===== src/rtl/ddr100_phy_rd_align_if.sv =====
// ddr100_phy_rd_align_if
//   Bundle between the read-path aligner and its controller/deserialiser side.
//   master : drives the oversampled DQS/DQ words, rd_issue and cal_start,
//            observes calibration status and aligned read data.
//   slave  : the aligner itself (ddr100_phy_rd_align).
//
//   dqs_smp    8 DQS samples per core cycle, bit 0 earliest
//   dq_smp     8 samples per DQ bit, bits [8i+7:8i] belong to DQ i
//   rd_issue   one-cycle pulse, a BL4 read was issued this cycle
//   cal_start  pulse, start or restart calibration
//   cal_rd_req calibration wants the controller to issue a read
//   cal_done   calibration passed, rd_lat/tap valid
//   cal_fail   calibration gave up
//   rd_lat     calibrated read latency in core cycles
//   tap        calibrated DQS edge sample position
//   rdata_p0/1 first/second beat of the current cycle
//   rvalid     rdata_p0/p1 valid
interface ddr100_phy_rd_align_if #(
    parameter int DQ_W = 8
);
    logic [7:0]        dqs_smp;
    logic [8*DQ_W-1:0] dq_smp;
    logic              rd_issue;
    logic              cal_start;
    logic              cal_rd_req;
    logic              cal_done;
    logic              cal_fail;
    logic [3:0]        rd_lat;
    logic [2:0]        tap;
    logic [DQ_W-1:0]   rdata_p0;
    logic [DQ_W-1:0]   rdata_p1;
    logic              rvalid;

    modport master (
        output dqs_smp, dq_smp, rd_issue, cal_start,
        input  cal_rd_req, cal_done, cal_fail, rd_lat, tap,
               rdata_p0, rdata_p1, rvalid
    );

    modport slave (
        input  dqs_smp, dq_smp, rd_issue, cal_start,
        output cal_rd_req, cal_done, cal_fail, rd_lat, tap,
               rdata_p0, rdata_p1, rvalid
    );
endinterface


===== src/rtl/ddr100_phy_rd_align.sv =====
// ddr100_phy_rd_align
//   Read capture and alignment for one DDR byte lane of the 100 MHz PHY.
//   Calibrates read latency and DQS sampling phase from the first DQS rising
//   edge seen after a read, then extracts two beats per core cycle.
//
//   Ports:
//     clk100m_i  PHY core clock, all logic on its rising edge
//     phy_rst_i  synchronous active-high reset
//     bus        ddr100_phy_rd_align_if.slave (samples in, status/data out)
//
//   Build option:
//     DDR100_RD_MAJORITY_EN  each beat is the 2-of-3 majority around its
//                            centre sample instead of the single centre sample.
//
//   state    | meaning
//   ---------+-----------------------------------------------------------
//   S_IDLE   | out of reset, waiting for cal_start
//   S_WAIT_RD| asking the controller for a calibration read
//   S_SEARCH | counting cycles since the read, looking for a DQS edge
//   S_DONE   | calibrated, data path live
//   S_FAIL   | four failed tries, waiting for cal_start
module ddr100_phy_rd_align #(
    parameter int DQ_W   = 8,
    parameter int RL_MAX = 15
) (
    input  logic                   clk100m_i,
    input  logic                   phy_rst_i,
    ddr100_phy_rd_align_if.slave   bus
);

    localparam logic [2:0] S_IDLE    = 3'd0;
    localparam logic [2:0] S_WAIT_RD = 3'd1;
    localparam logic [2:0] S_SEARCH  = 3'd2;
    localparam logic [2:0] S_DONE    = 3'd3;
    localparam logic [2:0] S_FAIL    = 3'd4;

    localparam logic [3:0] RL_MAX_C = 4'(RL_MAX);
    localparam int         SR_W     = RL_MAX + 3;

    logic [2:0]        state_q, state_d;
    logic [3:0]        cnt_q, cnt_d;
    logic [2:0]        tries_q, tries_d;
    logic              have_first_q, have_first_d;
    logic [3:0]        first_lat_q, first_lat_d;
    logic [2:0]        first_tap_q, first_tap_d;
    logic              commit;

    logic              prev_dqs7_q;
    logic [8:0]        dqs_win;
    logic              edge_found;
    logic [2:0]        edge_pos;

    logic [2:0]        tries_inc;
    logic [2:0]        retry_state;

    logic              cal_rd_req_q;
    logic              cal_done_q;
    logic              cal_fail_q;
    logic [3:0]        rd_lat_q;
    logic [2:0]        tap_q;

    logic [SR_W-1:0]   rd_sr_q, rd_sr_d;
    logic [8*DQ_W-1:0] dq_dly_q;
    logic              in_done;
    logic              rvalid_q, rvalid_d;
    logic              rd_hit;
    logic [4:0]        lat_a, lat_b;
    logic [3:0]        ctr_p0, ctr_p1;
    logic [DQ_W-1:0]   rdata_p0_q, rdata_p0_d;
    logic [DQ_W-1:0]   rdata_p1_q, rdata_p1_d;

    // Window bit 0 is the last sample of the previous cycle so an edge that
    // straddles the cycle boundary reports position 0.
    assign dqs_win = {bus.dqs_smp, prev_dqs7_q};

    always_comb begin
        edge_found = 1'b0;
        edge_pos   = 3'd0;
        // Scan downward so the lowest qualifying index wins.
        for (int i = 7; i >= 0; i--) begin
            if (dqs_win[i+1] && !dqs_win[i]) begin
                edge_found = 1'b1;
                edge_pos   = 3'(i);
            end
        end
    end

    assign tries_inc   = tries_q + 3'd1;
    assign retry_state = (tries_inc == 3'd4) ? S_FAIL : S_WAIT_RD;

    always_comb begin
        state_d      = state_q;
        cnt_d        = cnt_q;
        tries_d      = tries_q;
        have_first_d = have_first_q;
        first_lat_d  = first_lat_q;
        first_tap_d  = first_tap_q;
        commit       = 1'b0;
        if (bus.cal_start) begin
            state_d      = S_WAIT_RD;
            tries_d      = 3'd0;
            have_first_d = 1'b0;
        end else begin
            case (state_q)
                S_WAIT_RD: begin
                    if (bus.rd_issue) begin
                        state_d = S_SEARCH;
                        cnt_d   = 4'd1;
                    end
                end
                S_SEARCH: begin
                    if (edge_found) begin
                        if (!have_first_q) begin
                            first_lat_d  = cnt_q;
                            first_tap_d  = edge_pos;
                            have_first_d = 1'b1;
                            state_d      = S_WAIT_RD;
                        end else if (first_lat_q == cnt_q && first_tap_q == edge_pos) begin
                            commit  = 1'b1;
                            state_d = S_DONE;
                        end else begin
                            first_lat_d = cnt_q;
                            first_tap_d = edge_pos;
                            tries_d     = tries_inc;
                            state_d     = retry_state;
                        end
                    end else if (cnt_q == RL_MAX_C) begin
                        tries_d = tries_inc;
                        state_d = retry_state;
                    end else begin
                        cnt_d = cnt_q + 4'd1;
                    end
                end
                S_IDLE, S_DONE, S_FAIL: ;
                default: state_d = S_IDLE;
            endcase
        end
    end

    // Reads only count while DONE is held across the cycle; leaving DONE
    // (cal_start) flushes everything in flight.
    assign in_done = (state_q == S_DONE) && (state_d == S_DONE);
    assign rd_sr_d = in_done ? {rd_sr_q[SR_W-2:0], bus.rd_issue} : '0;

    // rd_sr_q[k] is high k+1 cycles after the issue; registering the hit
    // puts rvalid on issue+rd_lat+2 and issue+rd_lat+3.
    assign lat_a = {1'b0, rd_lat_q};
    assign lat_b = lat_a + 5'd1;

    always_comb begin
        rd_hit = 1'b0;
        for (int k = 0; k < SR_W; k++) begin
            if (5'(k) == lat_a || 5'(k) == lat_b) begin
                rd_hit = rd_hit | rd_sr_q[k];
            end
        end
    end

    assign rvalid_d = in_done && rd_hit;

    // Beat centres sit two samples after each DQS transition; the delayed
    // word holds window indices 0..7, the live word 8..15.
    assign ctr_p0 = {1'b0, tap_q} + 4'd2;
    assign ctr_p1 = {1'b0, tap_q} + 4'd6;

    function automatic logic beat_pick(input logic [15:0] w, input logic [3:0] c);
`ifdef DDR100_RD_MAJORITY_EN
        logic s_lo;
        logic s_mid;
        logic s_hi;
        s_lo  = w[c - 4'd1];
        s_mid = w[c];
        s_hi  = w[c + 4'd1];
        return (s_lo & s_mid) | (s_lo & s_hi) | (s_mid & s_hi);
`else
        return w[c];
`endif
    endfunction

    always_comb begin
        rdata_p0_d = '0;
        rdata_p1_d = '0;
        for (int j = 0; j < DQ_W; j++) begin
            rdata_p0_d[j] = beat_pick({bus.dq_smp[8*j +: 8], dq_dly_q[8*j +: 8]}, ctr_p0);
            rdata_p1_d[j] = beat_pick({bus.dq_smp[8*j +: 8], dq_dly_q[8*j +: 8]}, ctr_p1);
        end
    end

    always_ff @(posedge clk100m_i) begin
        if (phy_rst_i) begin
            state_q      <= S_IDLE;
            cnt_q        <= 4'd0;
            tries_q      <= 3'd0;
            have_first_q <= 1'b0;
            first_lat_q  <= 4'd0;
            first_tap_q  <= 3'd0;
            prev_dqs7_q  <= 1'b0;
            cal_rd_req_q <= 1'b0;
            cal_done_q   <= 1'b0;
            cal_fail_q   <= 1'b0;
            rd_lat_q     <= 4'd0;
            tap_q        <= 3'd0;
            rd_sr_q      <= '0;
            dq_dly_q     <= '0;
            rvalid_q     <= 1'b0;
            rdata_p0_q   <= '0;
            rdata_p1_q   <= '0;
        end else begin
            state_q      <= state_d;
            cnt_q        <= cnt_d;
            tries_q      <= tries_d;
            have_first_q <= have_first_d;
            first_lat_q  <= first_lat_d;
            first_tap_q  <= first_tap_d;
            prev_dqs7_q  <= bus.dqs_smp[7];
            cal_rd_req_q <= (state_d == S_WAIT_RD);
            cal_done_q   <= (state_d == S_DONE);
            cal_fail_q   <= (state_d == S_FAIL);
            if (commit) begin
                rd_lat_q <= cnt_q;
                tap_q    <= edge_pos;
            end
            rd_sr_q  <= rd_sr_d;
            dq_dly_q <= bus.dq_smp;
            rvalid_q <= rvalid_d;
            if (state_q == S_DONE) begin
                rdata_p0_q <= rdata_p0_d;
                rdata_p1_q <= rdata_p1_d;
            end
        end
    end

    assign bus.cal_rd_req = cal_rd_req_q;
    assign bus.cal_done   = cal_done_q;
    assign bus.cal_fail   = cal_fail_q;
    assign bus.rd_lat     = rd_lat_q;
    assign bus.tap        = tap_q;
    assign bus.rdata_p0   = rdata_p0_q;
    assign bus.rdata_p1   = rdata_p1_q;
    assign bus.rvalid     = rvalid_q;

endmodule


===== src/flat_wrapper.sv =====
// flat-port wrapper written by rule: the top's interface ports become plain ports
module ddr100_phy_rd_align_flat 
#(
    parameter int DQ_W   = 8,
    parameter int RL_MAX = 15
)
  (clk100m_i, phy_rst_i, bus_dqs_smp, bus_dq_smp, bus_rd_issue, bus_cal_start, bus_cal_rd_req, bus_cal_done, bus_cal_fail, bus_rd_lat, bus_tap, bus_rdata_p0, bus_rdata_p1, bus_rvalid);
  ddr100_phy_rd_align_if #(.DQ_W(DQ_W)) bus_i ();
  input  logic clk100m_i;
  input  logic phy_rst_i;
  input wire logic [$bits(bus_i.dqs_smp)-1:0] bus_dqs_smp;
  input wire logic [$bits(bus_i.dq_smp)-1:0] bus_dq_smp;
  input wire logic [$bits(bus_i.rd_issue)-1:0] bus_rd_issue;
  input wire logic [$bits(bus_i.cal_start)-1:0] bus_cal_start;
  output wire logic [$bits(bus_i.cal_rd_req)-1:0] bus_cal_rd_req;
  output wire logic [$bits(bus_i.cal_done)-1:0] bus_cal_done;
  output wire logic [$bits(bus_i.cal_fail)-1:0] bus_cal_fail;
  output wire logic [$bits(bus_i.rd_lat)-1:0] bus_rd_lat;
  output wire logic [$bits(bus_i.tap)-1:0] bus_tap;
  output wire logic [$bits(bus_i.rdata_p0)-1:0] bus_rdata_p0;
  output wire logic [$bits(bus_i.rdata_p1)-1:0] bus_rdata_p1;
  output wire logic [$bits(bus_i.rvalid)-1:0] bus_rvalid;
  assign bus_i.dqs_smp = bus_dqs_smp;
  assign bus_i.dq_smp = bus_dq_smp;
  assign bus_i.rd_issue = bus_rd_issue;
  assign bus_i.cal_start = bus_cal_start;
  assign bus_cal_rd_req = bus_i.cal_rd_req;
  assign bus_cal_done = bus_i.cal_done;
  assign bus_cal_fail = bus_i.cal_fail;
  assign bus_rd_lat = bus_i.rd_lat;
  assign bus_tap = bus_i.tap;
  assign bus_rdata_p0 = bus_i.rdata_p0;
  assign bus_rdata_p1 = bus_i.rdata_p1;
  assign bus_rvalid = bus_i.rvalid;
  ddr100_phy_rd_align #(.DQ_W(DQ_W), .RL_MAX(RL_MAX)) u_core (.clk100m_i(clk100m_i), .phy_rst_i(phy_rst_i), .bus(bus_i));
endmodule

===== config.mk =====
export PLATFORM = sky130hd
export DESIGN_NAME = ddr100_phy_rd_align_flat
export DESIGN_NICKNAME = d
export VERILOG_FILES = /design/src/rtl/ddr100_phy_rd_align_if.sv /design/src/rtl/ddr100_phy_rd_align.sv /design/src/flat_wrapper.sv
export SDC_FILE = /design/constraint.sdc
export NUM_CORES = 1
export LEC_CHECK = 0
export CAP_MARGIN = 20
export CORE_MARGIN = 4
export CORE_UTILIZATION = 53
export DETAILED_ROUTE_END_ITERATION = 8
export PLACE_DENSITY_LB_ADDON = 0.25
export SYNTH_ARGS = -nofsm -noshare
export SYNTH_HDL_FRONTEND = slang
export SYNTH_SLANG_ARGS = --single-unit

===== constraint.sdc =====
create_clock -name clk100m_i -period 3.5 [get_ports clk100m_i]
set_input_delay 0.35 -clock clk100m_i [delete_from_list [all_inputs] [get_ports clk100m_i]]
set_output_delay 0.35 -clock clk100m_i [all_outputs]
set_load 0.02 [all_outputs]

==> metrics.md <==
| Metric | Value |
|---|---|
| Status | `complete, no violations` |
| Final period util | `between 60% and 70%` |
| Fill count | `roughly 750` |
| Clock Skews | `around 0.0093 ns` |
| Drt first-iter violations | `245` |
| Net Sw Frac | `between 20% and 30%` |
| CTS tree | `built` |
| Clk_lat worst skew | `approximately 0.52 ns` |
| Startpoint Class | `flip-flop` |
| Yosys warnings | `0` |
| Crit-path cells | `buf_4 > clkdlybuf4s50_1` |
| TritonRoute pass-1 iters | `4` |
| Site Rows | `37` |
| CP max stage delay | `approximately 0.66 ns` |
| Post-synthesis register bit count | `roughly 130` |
| Share of layout cells above drive strength 1 | `between 10% and 20%` |
| Synthesized cell area | `approximately 0.0057 sq mm` |
| Clock Sinks | `127` |
| # resized after CTS | `0` |
| Setup violators final | `0` |
| Core footprint | `around 0.010 sq mm` |
| Fin. Hold Viols | `0` |
| Hold_sp | `phy_rst_i` |
| Worst setup margin | `~1.1 ns` |
| Maximum vdd drop | `approximately 360 uV` |
| RSZ-0062 raised after global routing | `false` |
| Comb pwr share | `7.5%` |
| IO buf count | `slightly above 100` |
| Cts hold-fix bufs | `0` |
| Synth unique cells | `48` |
| Switching power | `slightly above 0.7 mW` |
| Hold Crit Class | `in2reg` |
| Synth Net Count | `610` |
| Detailed-route via count | `4,264` |
| Core Util, Final | `a little over two thirds` |
| Setup bufs post-CTS | `0` |
| Die Area | `between 0.01 and 0.015 sq mm` |
| Clk slew on worst S/H paths | `approximately 0.05 ns` |
| Root buf cell | `clkbuf_8` |
| Max Cap Viol | `0` |
| CP Depth | `2` |
| DRC | `0` |
| Post-detail-place hpwl | `8.52 mm` |
| Synth Flop Type | `dfxtp_1` |
| P_int | `roughly 2.7 mW` |
| Setup TNS | `0 ns` |
| Seq pwr share | `about 44%` |
| Vias in the first global route | `roughly 4,300` |
| Worst R2R End | `u_core.bus.rdata_p0[5]$_SDFFE_PP0N_` |
| All-layer global routing usage | `20.1%` |
| Post-DRT Antenna Nets | `0` |
| Number of buffers created by CTS | `17` |
| Arrival @ worst endpoint | `~2.1 ns` |
| Max Freq | `between 400 and 500 MHz` |
| Critical-path maximum fanout | `13` |
| Clk network pwr share | `between 40% and 50%` |
| Post-synth ARST share | `0%` |
| Pwr Density | `approximately 460 mW/mm^2` |
| Area fraction of the dominant cell type after synthesis | `roughly 44%` |
| DR vias/cell | `between 5 and 6` |
| Crit Path Category | `reg2out` |
| Final GP Congestion | `0.882` |
| Worst Setup End Kind | `output port` |
| Worst setup path endpoint | `bus_tap[0]` |
| Relative slew slack | `30.7%` |
| WL final | `about 12 mm` |
| Nets@finish | `695` |
| # diodes | `0` |
| CP bufs+invs | `2` |
| Fin. max-slew vios | `0` |
| Largest net degree at the start of global routing | `110` |
| Cells after Synth | `about 530` |
| Mean post-synth cell area | `10.8 sq um` |
| Crit path from | `u_core.bus.tap[0]$_SDFFE_PP0P_` |
| Routed len/inst | `roughly 16 um` |
| Slew @ Worst Pin | `around 1.0 ns` |
| First-pass GRT wire length | `~20 mm` |
| Grt total ovfl | `0` |
| Leakage | `approximately 2.6 nW` |
| H-tree depth | `4` |
| Crit path time final | `approximately 2.4 ns` |
| Worst path required time | `between 3 and 4 ns` |
| Pre-CTS WS | `roughly 0.65 ns` |
| Initial antenna violation count | `0` |
| Largest area contributor in the netlist | `dfxtp_1` |
| Delay-heaviest family, CP | `buffers and inverters` |
| Cell count of the worst reg-to-reg path | `5` |
| R2R Path Start | `u_core.bus.tap[0]$_SDFFE_PP0P_` |
| EDFF count, synth | `0` |
| Max stage delay cell, worst path | `clkdlybuf4s50_1` |
| Total power draw | `about 3.4 mW` |
| Die X-Extent | `112 um` |
| Post-synthesis sequential area ratio | `~44%` |
| Synth top area cells | `dfxtp_1, mux4_2, nor2b_1` |
| IO Pins | `between 100 and 150` |
| CTS max path bufs | `2` |
| Die span in y | `around 110 um` |
| Area Growth Syn to Fin | `28.0%` |
| Initial core utilization | `55.0%` |
| R2r setup slk | `1.23 ns` |
## metal layers
layer | routed length [um] | track usage (%) | vias up
met5 | 0 | 0 | -
li1 | - | - | 2064
met3 | 664 | 5.16 | 20
met4 | 188 | 7.21 | 0
met2 | 6410 | 35.7 | 124
met1 | 5070 | 23.6 | 2056
## placed cells by master, fill, tap and decap left out, types with 6 or more instances in the layout
cell type,instances
a211oi_1,6
a21oi_1,33
and3_1,20
buf_4,6
clkbuf_16,16
clkdlybuf4s50_1,101
dfxtp_1,126
inv_1,6
mux2i_1,16
mux4_2,48
nand2_1,45
nand2b_1,21
nor2_1,19
nor2b_1,68
nor3_1,8
o21ai_0,6
xor2_1,6
## metrics by stage
step,instance area [sq um],instances,hold WS [ns]
after floorplan,5730,529,0.435
after global routing,7330,760,0.200
after CTS,7330,760,0.173
final,7330,760,0.191
after detailed placement,6780,731,0.450
after global placement,6780,731,0.442
## final cells by class
class	count	area (sq um)	share of cell area, %
Clock buffer	19	432	5.89
Inverter	6	22.5	0.307
Tap cell	136	170	2.32
Clock inverter	10	118	1.60
Sequential cell	127	2540	34.7
Timing Repair Buffer	107	1060	14.4
Multi-Input combinational cell	355	2990	40.8
## worst register-to-register path: cells and delay by family (launching register included)
kind	cells	cell delay, ns
mux	2	1.05
compound gates	1	0.08
buf+inv	1	0.33
flops	1	0.56
simple gates	1	0.09
## kinds of logic (layout without fill, tap and decap cells)
group                    count (synthesis)  after routing  share of synthesized area [%]
multiplexers                            64             64                           21.7
AND/OR/NAND/NOR                        212            212                           20.5
flip-flops                             127            127                           44.4
AO/OA/AOI/OAI                           68             68                           7.97
adder cells (fa/ha/maj)                  5              5                           1.09
buffers and inverters                   47            142                           3.45
XOR/XNOR                                 6              6                          0.918
## power groups by stage
stage | Combinational [mW] | Sequential (mW) | Clock [mW]
finish | 0.255 | 1.50 | 1.63
global route | 0.275 | 1.51 | 1.71
CTS | 0.255 | 1.50 | 1.65
detailed placement | 0.253 | 1.53 | 0
global placement | 0.245 | 1.53 | 0
floorplan | 0.135 | 1.53 | 0
## flip-flops by register name (all words and copies together) (netlist names)
register	cells
u_core.rd_sr_q	17
u_core.bus.cal_done	1
u_core.have_first_q	1
u_core.bus.rvalid	1
u_core.bus.rd_lat	4
u_core.first_lat_q	4
u_core.bus.rdata_p1	8
u_core.bus.tap	3
u_core.bus.cal_rd_req	1
u_core.prev_dqs7_q	1
u_core.state_q	3
u_core.dq_dly_q	64
u_core.cnt_q	4
u_core.bus.rdata_p0	8
u_core.tries_q	3
u_core.first_tap_q	3
u_core.bus.cal_fail	1
## Yosys cell counts (all sizes together), types with 4 or more instances
cell      n
ha        5
a31oi     5
mux2i    16
o21ai     7
nand3     5
clkbuf   31
buf      10
nand2b   21
a211oi    7
and3     21
and2      4
xor2      6
dfxtp   127
nand4     5
a21oi    33
or3       4
nor3      8
inv       6
nand2    45
mux4     48
nor2     19
nor2b    68
## how the worst min path moves through the flow
stage	endpoint	slack, ns	depth (start not counted)
after floorplan	u_core.tries_q[2]$_SDFFE_PP0P_	0.43	2
after detailed placement	u_core.bus.rdata_p1[3]$_SDFFE_PP0N_	0.45	2
after global placement	u_core.tries_q[2]$_SDFFE_PP0P_	0.44	2
after global routing	u_core.have_first_q$_SDFFE_PP0P_	0.20	3
after CTS	u_core.have_first_q$_SDFFE_PP0P_	0.17	3
final	u_core.have_first_q$_SDFFE_PP0P_	0.19	3
Power figures use the tool's default switching activity.
